[src/rtl/sum_squares_fp16.sv]
// Squared magnitude X^2 + Y^2 of a binary16 pair using one shared squarer.
// Sequence LOAD -> SQX -> SQY -> ADD -> DONE; releasing reset starts a new operation.
module sum_squares_fp16 (
  input  logic        clk,
  input  logic        reset,
  input  logic [15:0] Xin,
  input  logic [15:0] Yin,
  output logic [15:0] result,
  output logic        done,
  output logic [1:0]  OFUF
);

  localparam int unsigned EXP_W  = 5;
  localparam int unsigned FRAC_W = 10;
  localparam int unsigned SIG_W  = FRAC_W + 1;
  localparam int unsigned PROD_W = 2 * SIG_W;
  localparam int unsigned SQE_W  = 7;
  localparam int unsigned AE_W   = SQE_W + 1;

  typedef enum logic [2:0] {
    S_LOAD,
    S_SQX,
    S_SQY,
    S_ADD,
    S_DONE
  } state_t;

  state_t r_state;
  state_t w_state_next;

  logic [14:0]             r_x;
  logic [14:0]             r_y;
  logic [SIG_W-1:0]        r_sqx_sig;
  logic [SIG_W-1:0]        r_sqy_sig;
  logic signed [SQE_W-1:0] r_sqx_exp;
  logic signed [SQE_W-1:0] r_sqy_exp;
  logic [15:0]             r_result;
  logic                    r_done;
  logic [1:0]              r_ofuf;

  // State register
  always_ff @(posedge clk or posedge reset) begin
    if (reset) r_state <= S_LOAD;
    else       r_state <= w_state_next;
  end

  always_comb begin
    w_state_next = r_state;
    case (r_state)
      S_LOAD:  w_state_next = S_SQX;
      S_SQX:   w_state_next = S_SQY;
      S_SQY:   w_state_next = S_ADD;
      S_ADD:   w_state_next = S_DONE;
      S_DONE:  w_state_next = S_DONE;
      default: w_state_next = S_LOAD;
    endcase
  end

  // Shared squarer: operand chosen by state
  logic [14:0]             w_op;
  logic [EXP_W-1:0]        w_op_exp;
  logic                    w_op_zero;
  logic [SIG_W-1:0]        w_op_sig;
  logic [PROD_W-1:0]       w_prod;
  logic                    w_sq_carry;
  logic [SQE_W-1:0]        w_sq_base;
  logic [SIG_W-1:0]        w_sq_sig;
  logic [SQE_W-1:0]        w_sq_exp;

  assign w_op       = (r_state == S_SQX) ? r_x : r_y;
  assign w_op_exp   = w_op[14:10];
  assign w_op_zero  = (w_op_exp == '0);
  assign w_op_sig   = {1'b1, w_op[FRAC_W-1:0]};
  assign w_prod     = PROD_W'(w_op_sig) * PROD_W'(w_op_sig);
  assign w_sq_carry = w_prod[PROD_W-1];
  assign w_sq_base  = SQE_W'({2'b00, w_op_exp} - 7'd15);

  // A zero square gets sig 0 and the most negative exponent so it never wins alignment
  assign w_sq_sig = w_op_zero ? '0 :
                    (w_sq_carry ? w_prod[21:11] : w_prod[20:10]);
  assign w_sq_exp = w_op_zero ? 7'h40 :
                    SQE_W'({w_sq_base[5:0], 1'b0} + {6'd0, w_sq_carry});

  // Adder: align smaller operand, add, single-step normalize
  logic signed [AE_W-1:0] w_ex;
  logic signed [AE_W-1:0] w_ey;
  logic                   w_x_big;
  logic signed [AE_W-1:0] w_big_exp;
  logic signed [AE_W-1:0] w_small_exp;
  logic [SIG_W-1:0]       w_big_sig;
  logic [SIG_W-1:0]       w_small_sig;
  logic [AE_W-1:0]        w_diff;
  logic [SIG_W-1:0]       w_small_sh;
  logic [SIG_W:0]         w_sum;
  logic [SIG_W-1:0]       w_norm_sig;
  logic signed [AE_W-1:0] w_norm_exp;
  logic signed [AE_W-1:0] w_bexp;
  logic                   w_both_zero;

  assign w_ex        = {r_sqx_exp[SQE_W-1], r_sqx_exp};
  assign w_ey        = {r_sqy_exp[SQE_W-1], r_sqy_exp};
  assign w_x_big     = (w_ex >= w_ey);
  assign w_big_exp   = w_x_big ? w_ex : w_ey;
  assign w_small_exp = w_x_big ? w_ey : w_ex;
  assign w_big_sig   = w_x_big ? r_sqx_sig : r_sqy_sig;
  assign w_small_sig = w_x_big ? r_sqy_sig : r_sqx_sig;
  assign w_diff      = $unsigned(w_big_exp - w_small_exp);
  assign w_small_sh  = (w_diff >= 8'd12) ? '0 : (w_small_sig >> w_diff[3:0]);
  assign w_sum       = {1'b0, w_big_sig} + {1'b0, w_small_sh};
  assign w_norm_sig  = w_sum[SIG_W] ? w_sum[SIG_W:1] : w_sum[SIG_W-1:0];
  assign w_norm_exp  = w_sum[SIG_W] ? (w_big_exp + 8'sd1) : w_big_exp;
  assign w_bexp      = w_norm_exp + 8'sd15;
  assign w_both_zero = (r_sqx_sig == '0) && (r_sqy_sig == '0);

  logic w_x_nan, w_y_nan, w_x_inf, w_y_inf;
  assign w_x_nan = (&r_x[14:10]) && (|r_x[9:0]);
  assign w_y_nan = (&r_y[14:10]) && (|r_y[9:0]);
  assign w_x_inf = (&r_x[14:10]) && !(|r_x[9:0]);
  assign w_y_inf = (&r_y[14:10]) && !(|r_y[9:0]);

  logic [15:0] w_res;
  logic [1:0]  w_of;

  // Final packing with specials taking priority over range checks
  always_comb begin
    w_res = 16'h0000;
    w_of  = 2'b00;
    if (w_x_nan || w_y_nan) begin
      w_res = 16'h7E00;
    end else if (w_x_inf || w_y_inf) begin
      w_res = 16'h7C00;
      w_of  = 2'b10;
    end else if (w_both_zero) begin
      w_res = 16'h0000;
    end else if (w_bexp >= 8'sd31) begin
      w_res = 16'h7C00;
      w_of  = 2'b10;
    end else if (w_bexp <= 8'sd0) begin
      w_of  = 2'b01;
    end else begin
      w_res = {1'b0, w_bexp[4:0], w_norm_sig[9:0]};
    end
  end

  logic w_unused;
  assign w_unused = ^{w_prod[9:0], w_norm_sig[10], w_bexp[7:5], Xin[15], Yin[15]};

  // Datapath and output registers
  always_ff @(posedge clk or posedge reset) begin
    if (reset) begin
      r_x       <= '0;
      r_y       <= '0;
      r_sqx_sig <= '0;
      r_sqy_sig <= '0;
      r_sqx_exp <= '0;
      r_sqy_exp <= '0;
      r_result  <= '0;
      r_done    <= 1'b0;
      r_ofuf    <= 2'b00;
    end else begin
      case (r_state)
        S_LOAD: begin
          r_x <= Xin[14:0];
          r_y <= Yin[14:0];
        end
        S_SQX: begin
          r_sqx_sig <= w_sq_sig;
          r_sqx_exp <= w_sq_exp;
        end
        S_SQY: begin
          r_sqy_sig <= w_sq_sig;
          r_sqy_exp <= w_sq_exp;
        end
        S_ADD: begin
          r_result <= w_res;
          r_ofuf   <= w_of;
          r_done   <= 1'b1;
        end
        default: ;
      endcase
    end
  end

  assign result = r_result;
  assign done   = r_done;
  assign OFUF   = r_ofuf;

endmodule
[config.mk]
export PLATFORM = sky130hd
export DESIGN_NAME = sum_squares_fp16
export DESIGN_NICKNAME = d
export VERILOG_FILES = /design/src/rtl/sum_squares_fp16.sv
export SDC_FILE = /design/constraint.sdc
export NUM_CORES = 1
export LEC_CHECK = 0
export BUFFER_PORTS_ARGS = -buffer_cell sky130_fd_sc_hd__buf_2
export CAP_MARGIN = 15
export CORE_UTILIZATION = 55
export DETAILED_ROUTE_END_ITERATION = 16
export PLACE_DENSITY_LB_ADDON = 0.08
export SLEW_MARGIN = 0
export SYNTH_ARGS = -nofsm -noshare
export SYNTH_HDL_FRONTEND = slang
export SYNTH_SLANG_ARGS = --single-unit
[constraint.sdc]
create_clock -name clk -period 7.2 [get_ports clk]
set_input_delay 1.08 -clock clk [delete_from_list [all_inputs] [get_ports clk]]
set_output_delay 1.08 -clock clk [all_outputs]
set_load 0.02 [all_outputs]
==> flow_metrics.py, run 1 <==
metrics = {
    "outcome": {
        "outcome": "finished clean",
    },
    "global_route": {
        "grt_max_degree": 78,
        "gr-total-overflow": 0,
        "grt_pass1_wl_mm": 34.3,
        "antenna_found_initial": 0,
        "grt_pass1_vias": 7111,
        "grt_use_total_pct": 25.9,
    },
    "die": {
        "dieWidth_um": 131,
        "num_rows": 46,
        "core_mm2": 0.0161,
        "initial_core_util_pct": 56.8,
        "io-pin-count": 53,
        "fp.dieH_um": 131,
        "die_area_mm2": 0.0171,
    },
    "clock_tree": {
        "htree_num_levels": 3,
        "cts.clk_slew.worst_paths_ns": 0.07,
        "clkLatencyLatePin_ns": 0.35,
        "cts_buffer_depth": 2,
        "cts_made_buffers": 9,
        "tritoncts": "built",
        "cts_sinks": 87,
        "cts_hold_buf": 0,
        "root_buffer": "clkbuf_16",
    },
    "route": {
        "ant_nets": 0,
        "drt-initial-drc-count": 443,
        "vias": 7586,
        "via_per_inst": 5.63,
        "drc_errors": 0,
        "firstDrtPassIters": 5,
        "drt-total-wl_mm": 21.8,
        "wl_per_cell_um": 16.2,
    },
    "synthesis": {
        "synthAdderAreaFrac_pct": 23.6,
        "synthArstFlopShare_pct": 100,
        "syn_area_mm2": 0.00912,
        "syn_inst": 1017,
        "synth-compound-area-share_pct": 14.3,
        "synthTopCellsByArea": "dfrtp_1 24%, fa_1 14%, ha_1 9.7%",
        "syn_avg_cell_area_um2": 8.97,
        "yosysUniqueCellTypes": 76,
        "post_synth_and_or_nand_nor_area_fraction_pct": 16.6,
        "yosys_register_bits": 87,
        "synth_top_family_by_area": "adder cells",
        "yosysWarnings": 0,
        "synth_xor_area_share_pct": 4.32,
        "netlist.area_leader.share_pct": 23.9,
        "synthFlopType": "dfrtp_1",
        "synthesis.nets": 1185,
        "synth_edf_count": 0,
        "synth_largest_area_cell": "dfrtp_1",
        "ys_seq_area_share_pct": 23.9,
        "synthMuxAreaShare_pct": 11.6,
    },
    "pwr": {
        "total_power_mw": 3.92,
        "powerDensity_mw_per_mm2": 364,
        "vdd_drop_max_mv": 0.200,
        "p_leak_nw": 5.32,
    },
    "timing": {
        "tightest_slew_ns": 1.08,
        "post-route-period-util_pct": 97.2,
        "clock.fmax_mhz": 143,
        "slew_headroom_pct": 27.8,
        "skew_ns": 0.00958,
        "maxSlewViolCount": 0,
        "hold_viol": 0,
        "layout_min_cycle_time_ns": 7.00,
        "setup-tns-final_ns": 0,
        "setup_violations": 0,
    },
    "setup_path": {
        "slowest_delay_ns": 0.42,
        "required_ns": 7.43,
        "crit_fanout": 17,
        "start_kind": "flip-flop",
        "cp_common_cell": "a211o_1",
        "cp-end-kind": "flip-flop",
        "path_class": "flip-flop to flip-flop",
        "cp_slowest_cell": "a2111o_1",
        "cp.arrival_ns": 7.23,
    },
    "finish": {
        "diodes": 0,
        "fin_nets": 1295,
        "post-route-cell-area_mm2": 0.0108,
        "drive_above_1_share_pct": 23.7,
        "area_delta_synth_final_pct": 18.2,
        "layout_commonest_cell": "nand2_1",
        "final_cell_mix": "137 x nand2_1, 88 x inv_1, 86 x dfrtp_1",
    },
    "worst_hold_path": {
        "hold_class": "flip-flop to flip-flop",
    },
    "flow_run": {
        "drv_cap": 0,
    },
    "placement": {
        "gp_congestion": 0.867,
        "port_buffers": 49,
        "dpl_cell_area_mm2": 0.0101,
        "dp_hpwl_mm": 17.1,
    },
}
-- cells in the mapped netlist, drive strengths merged (4+ instances only) --
master	n
nand2	142
inv	96
dfrtp	87
ha	71
nor2	67
fa	63
o21ai	54
mux2i	53
mux2	43
a21oi	42
xnor2	33
nor3	31
clkbuf	28
nand3	20
a21o	16
a211oi	11
nand2b	11
buf	10
nor4	10
nor2b	9
xor2	9
and3	8
o31ai	7
a311oi	6
and2	6
nand4	6
o41ai	6
o32a	5
a211o	4
a31oi	4
-- repair_timing --
action / in CTS / in global routing
resized for setup: 2 / 63
buffers inserted: 0 / 12
pin swaps: 0 / 24
endpoints found under the setup margin: 6 / 37
cloned: 0 / 1
hold endpoints to repair: 0 / 0
-- power breakdown --
| group | internal [mW] | total [mW] | switching (mW) |
|---|---|---|---|
| clock | 0.283 | 0.491 | 0.208 |
| sequential | 0.604 | 0.713 | 0.109 |
| combinational | 1.26 | 2.71 | 1.45 |
-- area by class of cell --
type / instances / area, µm²
clock buffers: 10 / 239
clock inverters: 6 / 72.6
fillers: 1349 / 5280
inverters: 96 / 362
multi-input cells: 796 / 6700
flip-flops and latches: 87 / 2180
well taps: 216 / 270
repair buffers: 137 / 960
-- registers in the layout, indices dropped and copies added (netlist names) --
| name | flops |
|---|---|
| r_y | 15 |
| done | 1 |
| OFUF | 2 |
| r_state | 3 |
| r_sqy_sig | 11 |
| r_x | 15 |
| r_sqy_exp | 7 |
| r_sqx_sig | 11 |
| r_sqx_exp | 7 |
| result | 15 |
-- kinds of logic after synthesis --
group	Yosys count
buf+inv	134
xor+xnor	42
simple gates	331
mux	98
other cells	1
compound gates	190
fa+ha+maj	134
flops	87
-- path summary, 6_finish.rpt --
kind | start | end | slack, ns | cells past startpoint
worst max register to register | r_sqy_exp[6] | OFUF[1] | 0.20 | 28
worst min register to register | done | done | 0.47 | 1
max in group asynchronous | reset | r_sqy_exp[5] | 5.33 | 3
worst max-delay path | r_sqy_exp[6] | OFUF[1] | 0.20 | 28
min in group asynchronous | reset | r_x[3] | 0.62 | 2
worst min-delay path | done | done | 0.47 | 1
-- worst max-delay path, delay by kind of cell (launching register included) --
family,cells,cell delay [ns]
adder cells (fa/ha/maj),3,0.82
AND/OR/NAND/NOR,6,1.02
AO/OA/AOI/OAI,14,3.87
flip-flops,1,0.38
buffers and inverters,4,0.64
multiplexers,1,0.14
-- layer usage --
metal | global-route usage, % | up-vias | wire (µm)
met1 | 34.8 | 3652 | 9830
li1 | - | 3766 | -
met5 | 0 | - | 0
met4 | 8.05 | 0 | 382
met2 | 43.7 | 146 | 10900
met3 | 3.01 | 22 | 740
-- stage by stage --
stage,cells,setup slack [ns],util (%),hold slack [ns]
4_1_cts,1335,0.0984,64.8,0.474
3_3_place_gp,1319,0.00945,62.8,0.448
3_5_place_dp,1319,-0.0684,62.8,0.449
2_1_floorplan,1017,0.00658,-,0.466
5_1_grt,1348,-0.0421,67.1,0.506
6_report,1348,0.200,67.1,0.470
(Power assumes the default switching activity.)
==> inputs of run 2 (changes only) <==
CORE_ASPECT_RATIO = 1.75   (was unset)
==> flow_metrics.py, run 2 (synthesized netlist as in run 1, its figures left out) <==
metrics = {
    "flow_run": {
        "drv_cap": 0,
    },
    "finish": {
        "fillCellCount": 1401,
        "diodes": 0,
        "final_cell_mix": "141 x nand2_1, 105 x buf_4, 94 x inv_1",
        "seqCellArea_mm2": 0.00218,
        "fin_nets": 1317,
        "area_delta_synth_final_pct": 18.0,
        "final_util_pct": 67.1,
        "multi_input_area_mm2": 0.00659,
        "stdcell_count": 1343,
        "layout_commonest_cell": "nand2_1",
        "drive_above_1_share_pct": 22.7,
    },
    "clock_tree": {
        "cts.clk_slew.worst_paths_ns": 0.07,
        "htree_num_levels": 3,
        "cts_made_buffers": 9,
        "tritoncts": "built",
        "cts_hold_buf": 0,
        "clkLatencyLatePin_ns": 0.34,
        "cts_buffer_depth": 2,
        "root_buffer": "clkbuf_16",
        "cts_sinks": 87,
    },
    "setup_path": {
        "critPathBufInv": 5,
        "cp.arrival_ns": 7.13,
        "r2r_cells": 26,
        "timing.rr.end": "r_sqy_sig[6]",
        "critPathTopFamily": "adder cells",
        "cp_common_cell": "fa_1",
        "cp_slowest_cell": "fa_1",
        "r2r_setup_slack_ns": 0.29,
        "crit_fanout": 7,
        "path_class": "flip-flop to flip-flop",
        "slowest_delay_ns": 0.54,
        "rr_startpoint": "r_state[2]",
        "required_ns": 7.42,
        "start_kind": "flip-flop",
        "cp-end-kind": "flip-flop",
        "crit_start": "r_state[2]",
    },
    "timing": {
        "tightest_slew_ns": 1.04,
        "setup-tns-final_ns": 0,
        "maxSlewViolCount": 0,
        "clock.fmax_mhz": 145,
        "post-route-period-util_pct": 95.9,
        "fin_ws_ns": 0.293,
        "slew_headroom_pct": 30.4,
        "hold_viol": 0,
        "layout_min_cycle_time_ns": 6.91,
        "setup_violations": 0,
        "skew_ns": 0.00833,
        "rsz0062_at_grt": "true",
    },
    "pwr": {
        "total_power_mw": 3.93,
        "p_leak_nw": 5.38,
        "vdd_drop_max_mv": 0.204,
        "powerDensity_mw_per_mm2": 366,
    },
    "global_route": {
        "grt_max_degree": 88,
        "antenna_found_initial": 0,
        "grt_pass1_vias": 7951,
        "grt_pass1_wl_mm": 37.0,
        "grt_use_total_pct": 27.8,
        "gr-total-overflow": 0,
    },
    "placement": {
        "port_buffers": 49,
        "gp_congestion": 0.949,
        "dp_hpwl_mm": 18.8,
        "post-place-ws_ns": -0.0930,
        "dp_cells": 1317,
    },
    "die": {
        "dieWidth_um": 99.3,
        "die_area_mm2": 0.0171,
        "core_mm2": 0.0160,
        "num_rows": 61,
        "initial_core_util_pct": 56.9,
        "fp.dieH_um": 172,
        "io-pin-count": 53,
    },
    "worst_hold_path": {
        "timing.hold.worst_endpoint": "result[3]",
        "min_path_cells": 2,
        "min_from": "result[3]",
        "hold_class": "flip-flop to flip-flop",
    },
    "route": {
        "wl_met3_um": 390,
        "dr.max_layer_used": "met4",
        "wl_met2_mm": 13.1,
        "ant_nets": 0,
        "via_per_inst": 5.82,
        "drt-initial-drc-count": 278,
        "drt-total-wl_mm": 22.8,
        "firstDrtPassIters": 5,
        "vias": 7811,
        "m1WireLength_mm": 8.22,
        "wl_per_cell_um": 17.0,
        "drc_errors": 0,
    },
    "outcome": {
        "outcome": "finished clean",
    },
}
[run 2: changes by cell type in the layout (fill, tap and decap cells not counted), sizes merged]
| cell | delta |
|---|---|
| clkbuf | -2 |
| clkinv | -1 |
| or3b | +1 |
| buf | +22 |
| clkinvlp | +3 |
| inv | -1 |
[run 2: final cells by class]
cell class	instances	area share, %
Multi-Input combinational cell	797	61.2
Sequential cell	87	20.2
Timing Repair Buffer	158	10.1
Inverter	96	3.36
Tap cell	189	2.20
Clock buffer	9	2.09
Clock inverter	7	0.745
[run 2: per-layer routing]
metal	vias to the layer above	global-route usage (%)
li1	3816	-
met1	3791	27.2
met2	143	57.2
met3	61	2.10
met4	0	13.7
met5	-	0
[run 2: repair_timing]
action | 4_1_cts | 5_1_grt
setup endpoints to repair | 13 | 37
resized for setup | 4 | 27
buffers inserted | 0 | 7
cloned | 0 | 2
pin swaps | 0 | 12
[run 2: worst max path at each step]
stage / end / slack [ns] / depth (start not counted)
4_1_cts: OFUF[1] / 0.06 / 31
5_1_grt: OFUF[1] / -0.06 / 32
3_5_place_dp: r_sqy_sig[6] / -0.09 / 22
3_3_place_gp: r_sqx_sig[6] / -0.02 / 22
6_report: r_sqy_sig[6] / 0.29 / 26
2_1_floorplan: r_sqx_sig[0] / 0.007 / 25
[run 2: power by group]
part           internal (mW)  total, mW  switching [mW]
sequential             0.604      0.706           0.102
combinational           1.29       2.75            1.46
clock                  0.273      0.478           0.205
[run 2: stage by stage]
stage / hold WS [ns] / instance area [µm²]
CTS: 0.480 / 10600
global placement: 0.444 / 10200
global route: 0.496 / 10800
detailed placement: 0.465 / 10200
finish: 0.475 / 10800
floorplan: 0.466 / 9160
[run 2: worst min-delay path, stage by stage, from the launching register on]
cell     delay (ns)
dfrtp_1        0.34
nand2_1        0.04
o21ai_0        0.06
